<file path="src/rtl/instr_fetch.sv">
// instr_fetch: instruction-fetch stage with a single outstanding memory request.
//
// Ports:
//   clk, rst            clock; asynchronous active-high reset
//   stall               decode hazard: hold pc and if_id
//   flush               decode taken-branch: squash the instruction in IF
//   PCsrc, pc_b         redirect request and its target (pc_b[1:0] ignored)
//   imem_req, imem_addr instruction memory request and word address
//   imem_ack, imem_rdata memory response (zero or more wait cycles)
//   if_id               registered {pc+4, instr} to decode
//
// FETCH/WAIT keep a request to pc open until ack. DROP keeps a request open
// at the pre-redirect address so its late data can be thrown away. HOLD
// parks a word that arrived while decode was stalled.
module instr_fetch #(
   parameter logic [31:0] RESET_PC = 32'h0000_0000,
   parameter logic [31:0] NOP_WORD = 32'h0000_0000
) (
   input  logic        clk,
   input  logic        rst,
   input  logic        stall,
   input  logic        flush,
   input  logic        PCsrc,
   input  logic [31:0] pc_b,
   output logic        imem_req,
   output logic [31:0] imem_addr,
   input  logic        imem_ack,
   input  logic [31:0] imem_rdata,
   output logic [63:0] if_id
);

   typedef enum logic [1:0] {FETCH, WAIT, DROP, HOLD} state_t;

   localparam logic [63:0] BUBBLE = {32'h0, NOP_WORD};

   state_t      state_q, state_d;
   logic [31:0] pc_q, pc_d;
   logic [31:0] drop_addr_q, drop_addr_d;
   logic [31:0] hold_instr_q, hold_instr_d;
   logic [31:0] hold_pc4_q, hold_pc4_d;
   logic [63:0] if_id_q, if_id_d;

   logic        redirect;
   logic [31:0] pc_plus4;
   logic [31:0] target;
   logic [31:0] addr_sel;

   assign redirect = PCsrc | flush;
   assign pc_plus4 = pc_q + 32'd4;   // wraps modulo 2^32
   // flush alone skips the squashed instruction; PCsrc jumps to the aligned target
   assign target   = PCsrc ? (pc_b & 32'hFFFF_FFFC) : pc_plus4;

   // DROP must keep presenting the abandoned address until its ack arrives
   assign addr_sel  = (state_q == DROP) ? drop_addr_q : pc_q;
   assign imem_addr = {addr_sel[31:2], 2'b00};
   assign imem_req  = ~rst & (state_q != HOLD);
   assign if_id     = if_id_q;

   always_comb begin
      state_d      = state_q;
      pc_d         = pc_q;
      drop_addr_d  = drop_addr_q;
      hold_instr_d = hold_instr_q;
      hold_pc4_d   = hold_pc4_q;
      if_id_d      = if_id_q;
      case (state_q)
         FETCH, WAIT: begin
            if (redirect) begin
               if_id_d = BUBBLE;
               pc_d    = target;
               if (imem_ack) begin
                  state_d = FETCH;       // returned word is simply not used
               end else begin
                  state_d     = DROP;
                  drop_addr_d = pc_q;
               end
            end else if (imem_ack && !stall) begin
               if_id_d = {pc_plus4, imem_rdata};
               pc_d    = pc_plus4;
               state_d = FETCH;
            end else if (imem_ack) begin
               // pc advances only when the held word is released to decode
               hold_instr_d = imem_rdata;
               hold_pc4_d   = pc_plus4;
               state_d      = HOLD;
            end else begin
               if (!stall) if_id_d = BUBBLE;
               state_d = WAIT;
            end
         end
         DROP: begin
            if_id_d = BUBBLE;
            if (redirect) pc_d = target;   // newest target wins
            if (imem_ack) state_d = FETCH;
         end
         HOLD: begin
            if (redirect) begin
               if_id_d = BUBBLE;
               pc_d    = target;
               state_d = FETCH;
            end else if (!stall) begin
               if_id_d = {hold_pc4_q, hold_instr_q};
               pc_d    = pc_plus4;
               state_d = FETCH;
            end
         end
         default: state_d = FETCH;
      endcase
   end

   always_ff @(posedge clk or posedge rst) begin
      if (rst) begin
         state_q      <= FETCH;
         pc_q         <= RESET_PC & 32'hFFFF_FFFC;
         drop_addr_q  <= 32'h0;
         hold_instr_q <= 32'h0;
         hold_pc4_q   <= 32'h0;
         if_id_q      <= 64'h0;
      end else begin
         state_q      <= state_d;
         pc_q         <= pc_d;
         drop_addr_q  <= drop_addr_d;
         hold_instr_q <= hold_instr_d;
         hold_pc4_q   <= hold_pc4_d;
         if_id_q      <= if_id_d;
      end
   end

endmodule

</file>
<file path="config.mk">
export PLATFORM = sky130hd
export DESIGN_NAME = instr_fetch
export DESIGN_NICKNAME = d
export VERILOG_FILES = /design/src/rtl/instr_fetch.sv
export SDC_FILE = /design/constraint.sdc
export NUM_CORES = 1
export LEC_CHECK = 0
export CAP_MARGIN = 10
export CORE_MARGIN = 2
export CORE_UTILIZATION = 30
export CTS_BUF_LIST = sky130_fd_sc_hd__clkbuf_16
export CTS_CLUSTER_DIAMETER = 80
export CTS_CLUSTER_SIZE = 20
export DETAILED_ROUTE_END_ITERATION = 10
export PLACE_DENSITY_LB_ADDON = 0.15
export RECOVER_POWER = 50
export SYNTH_ARGS = -nofsm -noshare
export SYNTH_HDL_FRONTEND = slang
export SYNTH_SLANG_ARGS = --single-unit
</file>
<file path="constraint.sdc">
create_clock -name clk -period 6.2 [get_ports clk]
set_input_delay 0.93 -clock clk [delete_from_list [all_inputs] [get_ports clk]]
set_output_delay 0.93 -clock clk [all_outputs]
set_load 0.01 [all_outputs]
</file>
* Yosys cells after proc, flatten, opt, wreduce, memory -nomap -nowiden
Cells that the tools add are included.
** Operators by class
- Eq/ne operators :: 10
- Multiplexer cells :: 23
- $add $sub $neg :: 1
- Bitwise logic cells :: 6
- Reductions and logical operators :: 9
** Operators by type and width (count)
- $mux 64 :: 6
- $mux 32 :: 7
- $pmux 64 s3 :: 1
- $pmux 32 s3 :: 1
- $add 32x3->32 const B :: 1
- $mux 2 :: 7
- $reduce_and 3->1 :: 3
- $ne 4x4->1 const B :: 2
- $ne 2x2->1 const B :: 3
- $ne 3x3->1 const B :: 2
- $pmux 2 s3 :: 1
- $eq 2x2->1 const B :: 2
- $not 1->1 :: 4
- $reduce_and 4->1 :: 1
- $eq 2x1->1 const B :: 1
- $logic_not 2->1 :: 1
- $reduce_and 2->1 :: 1
- $reduce_or 2->1 :: 1
- $and 1x1->1 :: 1
- $logic_and 1x1->1 :: 1
- $logic_not 1->1 :: 1
- $or 1x1->1 :: 1
** Storage, ports and cells
- Output and inout port bits :: 97
- Register bits after elaboration :: 194
- Input bits :: 70
- Word-level logic and storage cells :: 55

* Depth between registers and ports, before layout
Gate-level depths: netlist (run 1).
- Depth after elaboration :: 5
- Depth in mapped cells :: 8
- Depth with buffers taken out :: 6

* Least setup slack after synthesis (run 1)
Ideal clock, no wire load.
- Kind :: flip-flop to output port
- Start :: register state_q[1]
- End :: output imem_addr[13]
- Cell stages (with the launch flop) :: 7
- Data arrival time :: 1.417 ns
- Buffers on the path :: 3
- Path slack :: 3.853 ns
- Required time :: 5.270 ns
- Cell sequence :: dfrtp_1 -> nand2b_1 -> clkbuf_1 -> clkbuf_1 -> buf_1 -> nand2_1 -> nand2_1
** On the way
- Word-level cells in the longest chain between the ends :: 2
** Ends and longest elaborated chain
- start, declared :: RTL line 36 : state_t state_q, state_d;
- start signal, assigned :: RTL line 120 : state_q <= state_d;
- $eq 2x2->1 :: RTL line 54 : assign addr_sel = (state_q == DROP) ? drop_addr_q : pc_q;
- $mux 32 :: RTL line 54
- end, declared :: RTL line 26 : output logic [31:0] imem_addr,
Every way passes these cells.

* Worst setup path after layout (run 1)
- Start :: input PCsrc
- End :: register hold_pc4_q[3]
** On the way
- Word-level cells in the longest chain between the ends :: 3
** Ends and longest elaborated chain
- start, declared :: RTL line 23 : input logic PCsrc,
- $or 1x1->1 :: RTL line 48 : assign redirect = PCsrc | flush;
- $not 1->1 (no source line)
- $reduce_and 4->1 (no source line)
- end signal, assigned :: RTL line 124 : hold_pc4_q <= hold_pc4_d;
- end, declared :: RTL line 40 : logic [31:0] hold_pc4_q, hold_pc4_d;
Every way passes these cells.
A chain may end at the register's enable or synchronous reset.

==> summary.md, run 1 <==
| Metric | Value |
|---|---|
| Worst-Skew Late Latency | `0.44 ns` |
| Vias | `6823` |
| Layout area overhead | `28.5%` |
| GR Overflow Total | `0` |
| Max_slew headroom | `-61.1%` |
| Sink Count | `192` |
| Setup violators final | `0` |
| Maximum vdd drop | `0.174 mV` |
| Hold Vio Cnt, Final | `0` |
| Die H | `177 um` |
| CTS Hold Bufs | `0` |
| FF+latch count, synth | `192` |
| Setup Fix Bufs, Post-CTS | `0` |
| Most frequent cells in the layout | `dfrtp_1 (192), nand2_1 (187), o21ai_0 (110)` |
| Cell Rows | `63` |
| Pint | `2.37 mW` |
| WP data arrival | `4.53 ns` |
| Switching part of the total | `29.1%` |
| Commonest non-fill, non-tap cell in the layout | `dfrtp_1` |
| Syn Area/Cell | `10.1 um2` |
| Status | `complete, but fails checks` |
| Unrepaired setup endpoints after global routing | `no` |
| Final Skew | `0.0157 ns` |
| Area of the multi-input gates | `0.00387 mm2` |
| Logic pwr share | `17.2%` |
| Top FF cell, synth | `dfrtp_1` |
| Initial antenna violation count | `0` |
| CTS Buffer Depth | `2` |
| Final Net Count | `1085` |
| Drt drc | `0` |
| Vias in the first global route | `6699` |
| Number of H-tree levels | `4` |
| Worst-Margin Slew | `2.42 ns` |
| Area after DPL | `0.0109 mm2` |
| Asr flop ratio synth | `100%` |
| Largest net degree at the start of global routing | `101` |
| Num CTS Buffers | `17` |
| CP max FO | `56` |
| Routability cong. | `0.804` |
| Synth Instances | `889` |
| IO Pins | `167` |
| Pwr Density | `289 mW/mm2` |
| Leakage | `5.07 nW` |
| Clock Power Share | `35.4%` |
| Top-area cell type share of the netlist area | `53.4%` |
| Switch Pwr | `0.973 mW` |
| Core area | `0.0296 mm2` |
| F_max | `237 MHz` |
| Layout Cell Area excl Fill | `0.0116 mm2` |
| Library cells used by synthesis | `56` |
| DP Wirelength | `16.5 mm` |
| MaxCap Viol Count | `2` |
| First-pass GRT wire length | `38.6 mm` |
| Post-synth EDFFs | `0` |
| Top post-synthesis cells by area | `dfrtp_1 (53%), mux2_2 (8.5%), nand2_1 (7.8%), o21ai_0 (6.0%), a22oi_1 (4.5%)` |
| Port Buffers | `162` |
| Critical path endpoint category | `flop` |
| CTS tree | `built` |
| Kind of critical path | `in2reg` |
| Total power | `3.34 mW` |
| Fill cells | `2948` |
| Count of cells resized by post-cts repair | `0` |
| Worst Setup Start Kind | `input pin` |
| Post-route ant nets | `0` |
| Die width | `177 um` |
| Worst-path clk slew | `0.09 ns` |
| Ratio of routed vias to standard cells | `4.82` |
| Initial DRC count | `408` |
| Yosys Warn Count | `0` |
| Setup tns final | `0 ns` |
| Failing checks | `capacitance limit, slew limit` |
| Fin crit period | `4.21 ns` |
| Register area share after synthesis | `53.4%` |
| WL/cell | `17.2 um` |
| Register Area | `0.00480 mm2` |
| Hold crit path type | `reg2reg` |
| Starting Density | `30.4%` |
| Routed WL | `24.4 mm` |
| Util after Layout | `39.1%` |
| Cell taking the most area after synthesis | `dfrtp_1` |
| Drt pass-1 iters | `4` |
| Diodes inserted | `0` |
| GRT Overall Usage | `15.9%` |
| Max Slew Vio Count | `91` |
| Synth Cell Area | `0.00899 mm2` |
| Required @ worst endpoint | `6.52 ns` |
| Reg power frac | `47.4%` |
| CTS Root Cell | `clkbuf_16` |
| Layout cells sized above 1 | `12.7%` |
| Die outline area | `0.0314 mm2` |
| Crit share post-route | `67.9%` |
-- kinds of logic after synthesis --
family          Yosys count  share of synthesized area (%)
fa+ha+maj                 1                          0.139
mux                      75                           9.31
flops                   192                           53.4
buf+inv                  78                           3.72
compound gates          210                           14.1
simple gates            290                           15.1
other cells               1                         0.0417
xor+xnor                 42                           4.09
-- layout make-up --
class | count | share of cell area (%)
clock inverters | 15 | 1.91
well taps | 390 | 4.22
inverters | 6 | 0.260
multi-input cells | 620 | 33.5
repair buffers | 177 | 14.8
flip-flops and latches | 192 | 41.6
clock buffers | 17 | 3.68
-- power by group through the flow --
stage               combinational, mW  clock, mW  sequential (mW)
global route                    0.645       1.27             1.61
finish                          0.575       1.18             1.58
global placement                0.583          0             1.60
CTS                             0.592       1.22             1.58
detailed placement              0.588          0             1.61
floorplan                       0.384          0             1.56
-- metrics by stage --
step	hold WS (ns)	worst slack, ns	std cells
detailed placement	0.469	2.81	1385
CTS	0.485	2.98	1417
global placement	0.460	2.81	1385
finish	0.474	1.99	1417
floorplan	0.449	0.0428	890
global route	0.499	1.67	1417
-- synthesized netlist by cell type, types with 3 or more instances --
library cell,n
dfrtp_1,192
nand2_1,187
o21ai_0,108
mux2_2,68
a22oi_1,54
clkbuf_1,38
nor2_1,30
xor2_1,30
buf_2,17
a21oi_1,16
nand3_1,16
xnor2_1,12
buf_1,11
nand4_1,11
and3_1,8
inv_1,6
mux2i_1,6
a221oi_1,5
and2_1,5
buf_4,5
nor3_1,5
o22ai_1,5
a31oi_1,4
nor2b_1,4
nor3b_1,3
o21ai_1,3
o311ai_0,3
-- worst max-delay path, cell delays in order --
cell      delay, ns
buf_2          0.07
clkbuf_1       1.70
nor2_1         0.06
clkbuf_1       0.35
nand4b_1       0.19
clkbuf_1       0.78
mux2_2         0.41
-- registers in the layout, summed over array words and instances, names as in the netlist --
register and count:
if_id 64, hold_instr_q 32, hold_pc4_q 32, pc_q 32
drop_addr_q 30, state_q 2
-- metal layers --
metal,wire [um],global-route usage [%],up-vias
met5,0,0,-
met4,169,3.44,0
met3,1200,3.65,11
met2,10800,23.9,156
met1,12300,23.1,3303
li1,-,-,3353
-- path summary, 6_finish.rpt --
path                                             start                        end  slack [ns]  cells after the start
worst max-delay path                             PCsrc  hold_pc4_q[3]$_DFFE_PP0P_        1.99                      7
worst min-delay path             if_id[23]$_DFFE_PP0P_      if_id[23]$_DFFE_PP0P_        0.47                      2
worst max register to register  state_q[1]$_DFFE_PP0P_      if_id[33]$_DFFE_PP0P_        3.56                      5
worst min register to register   if_id[23]$_DFFE_PP0P_      if_id[23]$_DFFE_PP0P_        0.47                      2
max in group asynchronous                          rst      if_id[59]$_DFFE_PP0P_        3.89                      3
min in group asynchronous                          rst      if_id[11]$_DFFE_PP0P_        1.12                      2
Note: power is estimated with default switching activity, not from simulation.
==> run 2: changes to the inputs <==
==> constraint.sdc (replaced) <==
create_clock -name clk -period 3.86 [get_ports clk]
set_input_delay 0.579 -clock clk [delete_from_list [all_inputs] [get_ports clk]]
set_output_delay 0.579 -clock clk [all_outputs]
set_load 0.01 [all_outputs]
==> run 2 against run 1 <==
  * The run still ends with capacitance limit, slew limit left
  * Sequential share of layout area decreased by 0.076 points
  * Worst setup slack got worse by 1.1 ns
  * Wire length grew 1.1%
  * Global-route usage up 0.31 points
  * Cell count is 0.35% higher
  * Power up 59%
  * Count of clock-buffer cells in the layout unchanged
  * Non-clock buffer count rose by 5
  * Clock power is 56% higher
  * First-iteration DRC count up 23%
  * Die area unchanged
  * Critical endpoint is now hold_pc4_q[1]$_DFFE_PP0P_
==> summary.md, run 2 (synthesized netlist as in run 1, its figures left out) <==
| Metric | Value |
|---|---|
| Max Slew Vio Count | `80 (-12%)` |
| Num CTS Buffers | `17 (unchanged)` |
| Number of H-tree levels | `4 (unchanged)` |
| Largest register FFs | `64 (unchanged)` |
| Ratio of routed vias to standard cells | `4.82 (+0.12%)` |
| IO Pins | `167 (unchanged)` |
| First-pass GRT wire length | `39.5 mm (+2.3%)` |
| Maximum vdd drop | `0.301 mV (+73%)` |
| Worst-Margin Slew | `1.81 ns (-0.601 ns)` |
| Status | `complete, but fails checks` |
| Required @ worst endpoint | `4.18 ns (-2.34 ns)` |
| CTS Hold Bufs | `0 (unchanged)` |
| Worst-path cell with the longest stage delay | `clkbuf_1` |
| Final WS setup | `0.872 ns (-1.12 ns)` |
| DP Wirelength | `16.9 mm (+2.5%)` |
| Layout area overhead | `28.7%` |
| Port Buffers | `162 (unchanged)` |
| CTS Buffer Depth | `2 (unchanged)` |
| CP peak stage delay | `1.32 ns (-0.38 ns)` |
| Leakage | `4.95 nW (-2.4%)` |
| Total power | `5.32 mW (+59%)` |
| Commonest non-fill, non-tap cell in the layout | `dfrtp_1` |
| Worst Setup Start Kind | `input pin` |
| GR Overflow Total | `0 (unchanged)` |
| Crit share post-route | `77.4%` |
| Drt drc | `0 (unchanged)` |
| Final hold slack | `0.452 ns (-0.0218 ns)` |
| Setup violators final | `0 (unchanged)` |
| Most frequent cells in the layout | `dfrtp_1 (192), nand2_1 (187), clkdlybuf4s50_1 (137)` |
| Routability cong. | `0.805 (about the same)` |
| Diodes inserted | `0 (unchanged)` |
| Final Skew | `0.0150 ns (-0.000647 ns)` |
| Critical path endpoint category | `flop` |
| Sink Count | `192 (unchanged)` |
| Worst-path clk slew | `0.08 ns (about the same)` |
| WP data arrival | `3.31 ns (-1.22 ns)` |
| Die width | `177 um (unchanged)` |
| Hold Vio Cnt, Final | `0 (unchanged)` |
| Final Net Count | `1090 (+0.46%)` |
| WL/cell | `17.4 um (+0.76%)` |
| Unrepaired setup endpoints after global routing | `no` |
| Drt pass-1 iters | `5 (+1)` |
| CP max FO | `45 (-20%)` |
| Count of cells resized by post-cts repair | `0 (unchanged)` |
| Family with the most delay on the worst path | `buffers and inverters` |
| Vias | `6855 (+0.47%)` |
| Place WS | `1.17 ns (-1.64 ns)` |
| Routed WL | `24.7 mm (+1.1%)` |
| MaxCap Viol Count | `2 (unchanged)` |
| Worst path bufs/invs | `2 (-2)` |
| Layout cells sized above 1 | `13.0% (+0.33 points)` |
| Post-route ant nets | `0 (unchanged)` |
| Cell Rows | `63 (unchanged)` |
| Core area | `0.0296 mm2 (unchanged)` |
| Vias in the first global route | `6857 (+2.4%)` |
| Worst-Skew Late Latency | `0.44 ns (about the same)` |
| Largest net degree at the start of global routing | `74 (-27%)` |
| F_max | `335 MHz` |
| Critical Path, Cell by Cell | `dlygate4sd3_1, nand4b_1, clkbuf_1, mux2_2` |
| Setup Fix Bufs, Post-CTS | `0 (unchanged)` |
| Initial antenna violation count | `0 (unchanged)` |
| Pwr Density | `460 mW/mm2 (+59%)` |
| Max_slew headroom | `-21.0% (+40 points)` |
| Initial DRC count | `502 (+23%)` |
| Setup tns final | `0 ns (unchanged)` |
| CTS Root Cell | `clkbuf_16` |
| Starting Density | `30.4% (unchanged)` |
| GRT Overall Usage | `16.2% (+0.31 points)` |
| Failing checks | `capacitance limit, slew limit` |
| CTS tree | `built` |
| Kind of critical path | `in2reg` |
| Fin crit period | `2.99 ns` |
| Die H | `177 um (unchanged)` |
| Hold crit path type | `in2reg` |
| Die outline area | `0.0314 mm2 (unchanged)` |
run 2: cell types whose count changed in the layout (fill, tap and decap cells not counted), moves of 2 or more:
| cell | previous run | this run |
|---|---|---|
| dlygate4sd3_1 | 64 | 24 |
| inv_8 | 5 | 3 |
| inv_6 | 1 | 3 |
| clkinv_8 | 5 | 3 |
| buf_12 | 0 | 2 |
| clkdlybuf4s50_1 | 97 | 137 |
| buf_4 | 11 | 13 |
| clkinv_4 | 2 | 4 |
run 2: final timing paths:
check,startpoint,to,slack [ns],depth (start not counted)
worst min register to register,if_id[4]$_DFFE_PP0P_,if_id[4]$_DFFE_PP0P_,0.47,2
max in group asynchronous,rst,if_id[16]$_DFFE_PP0P_,1.58,3
worst min-delay path,PCsrc,pc_q[1]$_DFFE_PP0P_,0.45,2
worst max-delay path,stall,hold_pc4_q[1]$_DFFE_PP0P_,0.87,4
worst max register to register,state_q[1]$_DFFE_PP0P_,drop_addr_q[23]$_DFFE_PP0P_,1.27,4
min in group asynchronous,rst,hold_instr_q[9]$_DFFE_PP0P_,0.86,2
run 2: per-layer routing:
metal / GRT usage [%] / wire, um / vias up
met5: 0 / 0 / -
met4: 4.20 / 332 / 0
met3: 2.56 / 886 / 21
met2: 23.9 / 10800 / 167
met1: 24.4 / 12700 / 3305
li1: - / - / 3362
run 2: power breakdown:
group / internal (mW) / switching [mW]
registers: 2.32 / 0.223
clock network: 0.940 / 0.902
logic: 0.489 / 0.448
total: 3.75 / 1.57
run 2: stage by stage:
stage	area, um2	util [%]	cells
after floorplan	9000	-	890
after global placement	11000	37.1	1390
after detailed placement	11000	37.1	1390
after CTS	11600	39.2	1422
after global routing	11600	39.1	1422
final	11600	39.1	1422
run 2: cell type report:
type,count,area (um2)
tap,390,488
clock inverter,15,190
sequential,192,4800
multi-input combinational,620,3870
inverter,6,23.8
timing repair buffer,182,1770
fill,2919,18000
clock buffer,17,425
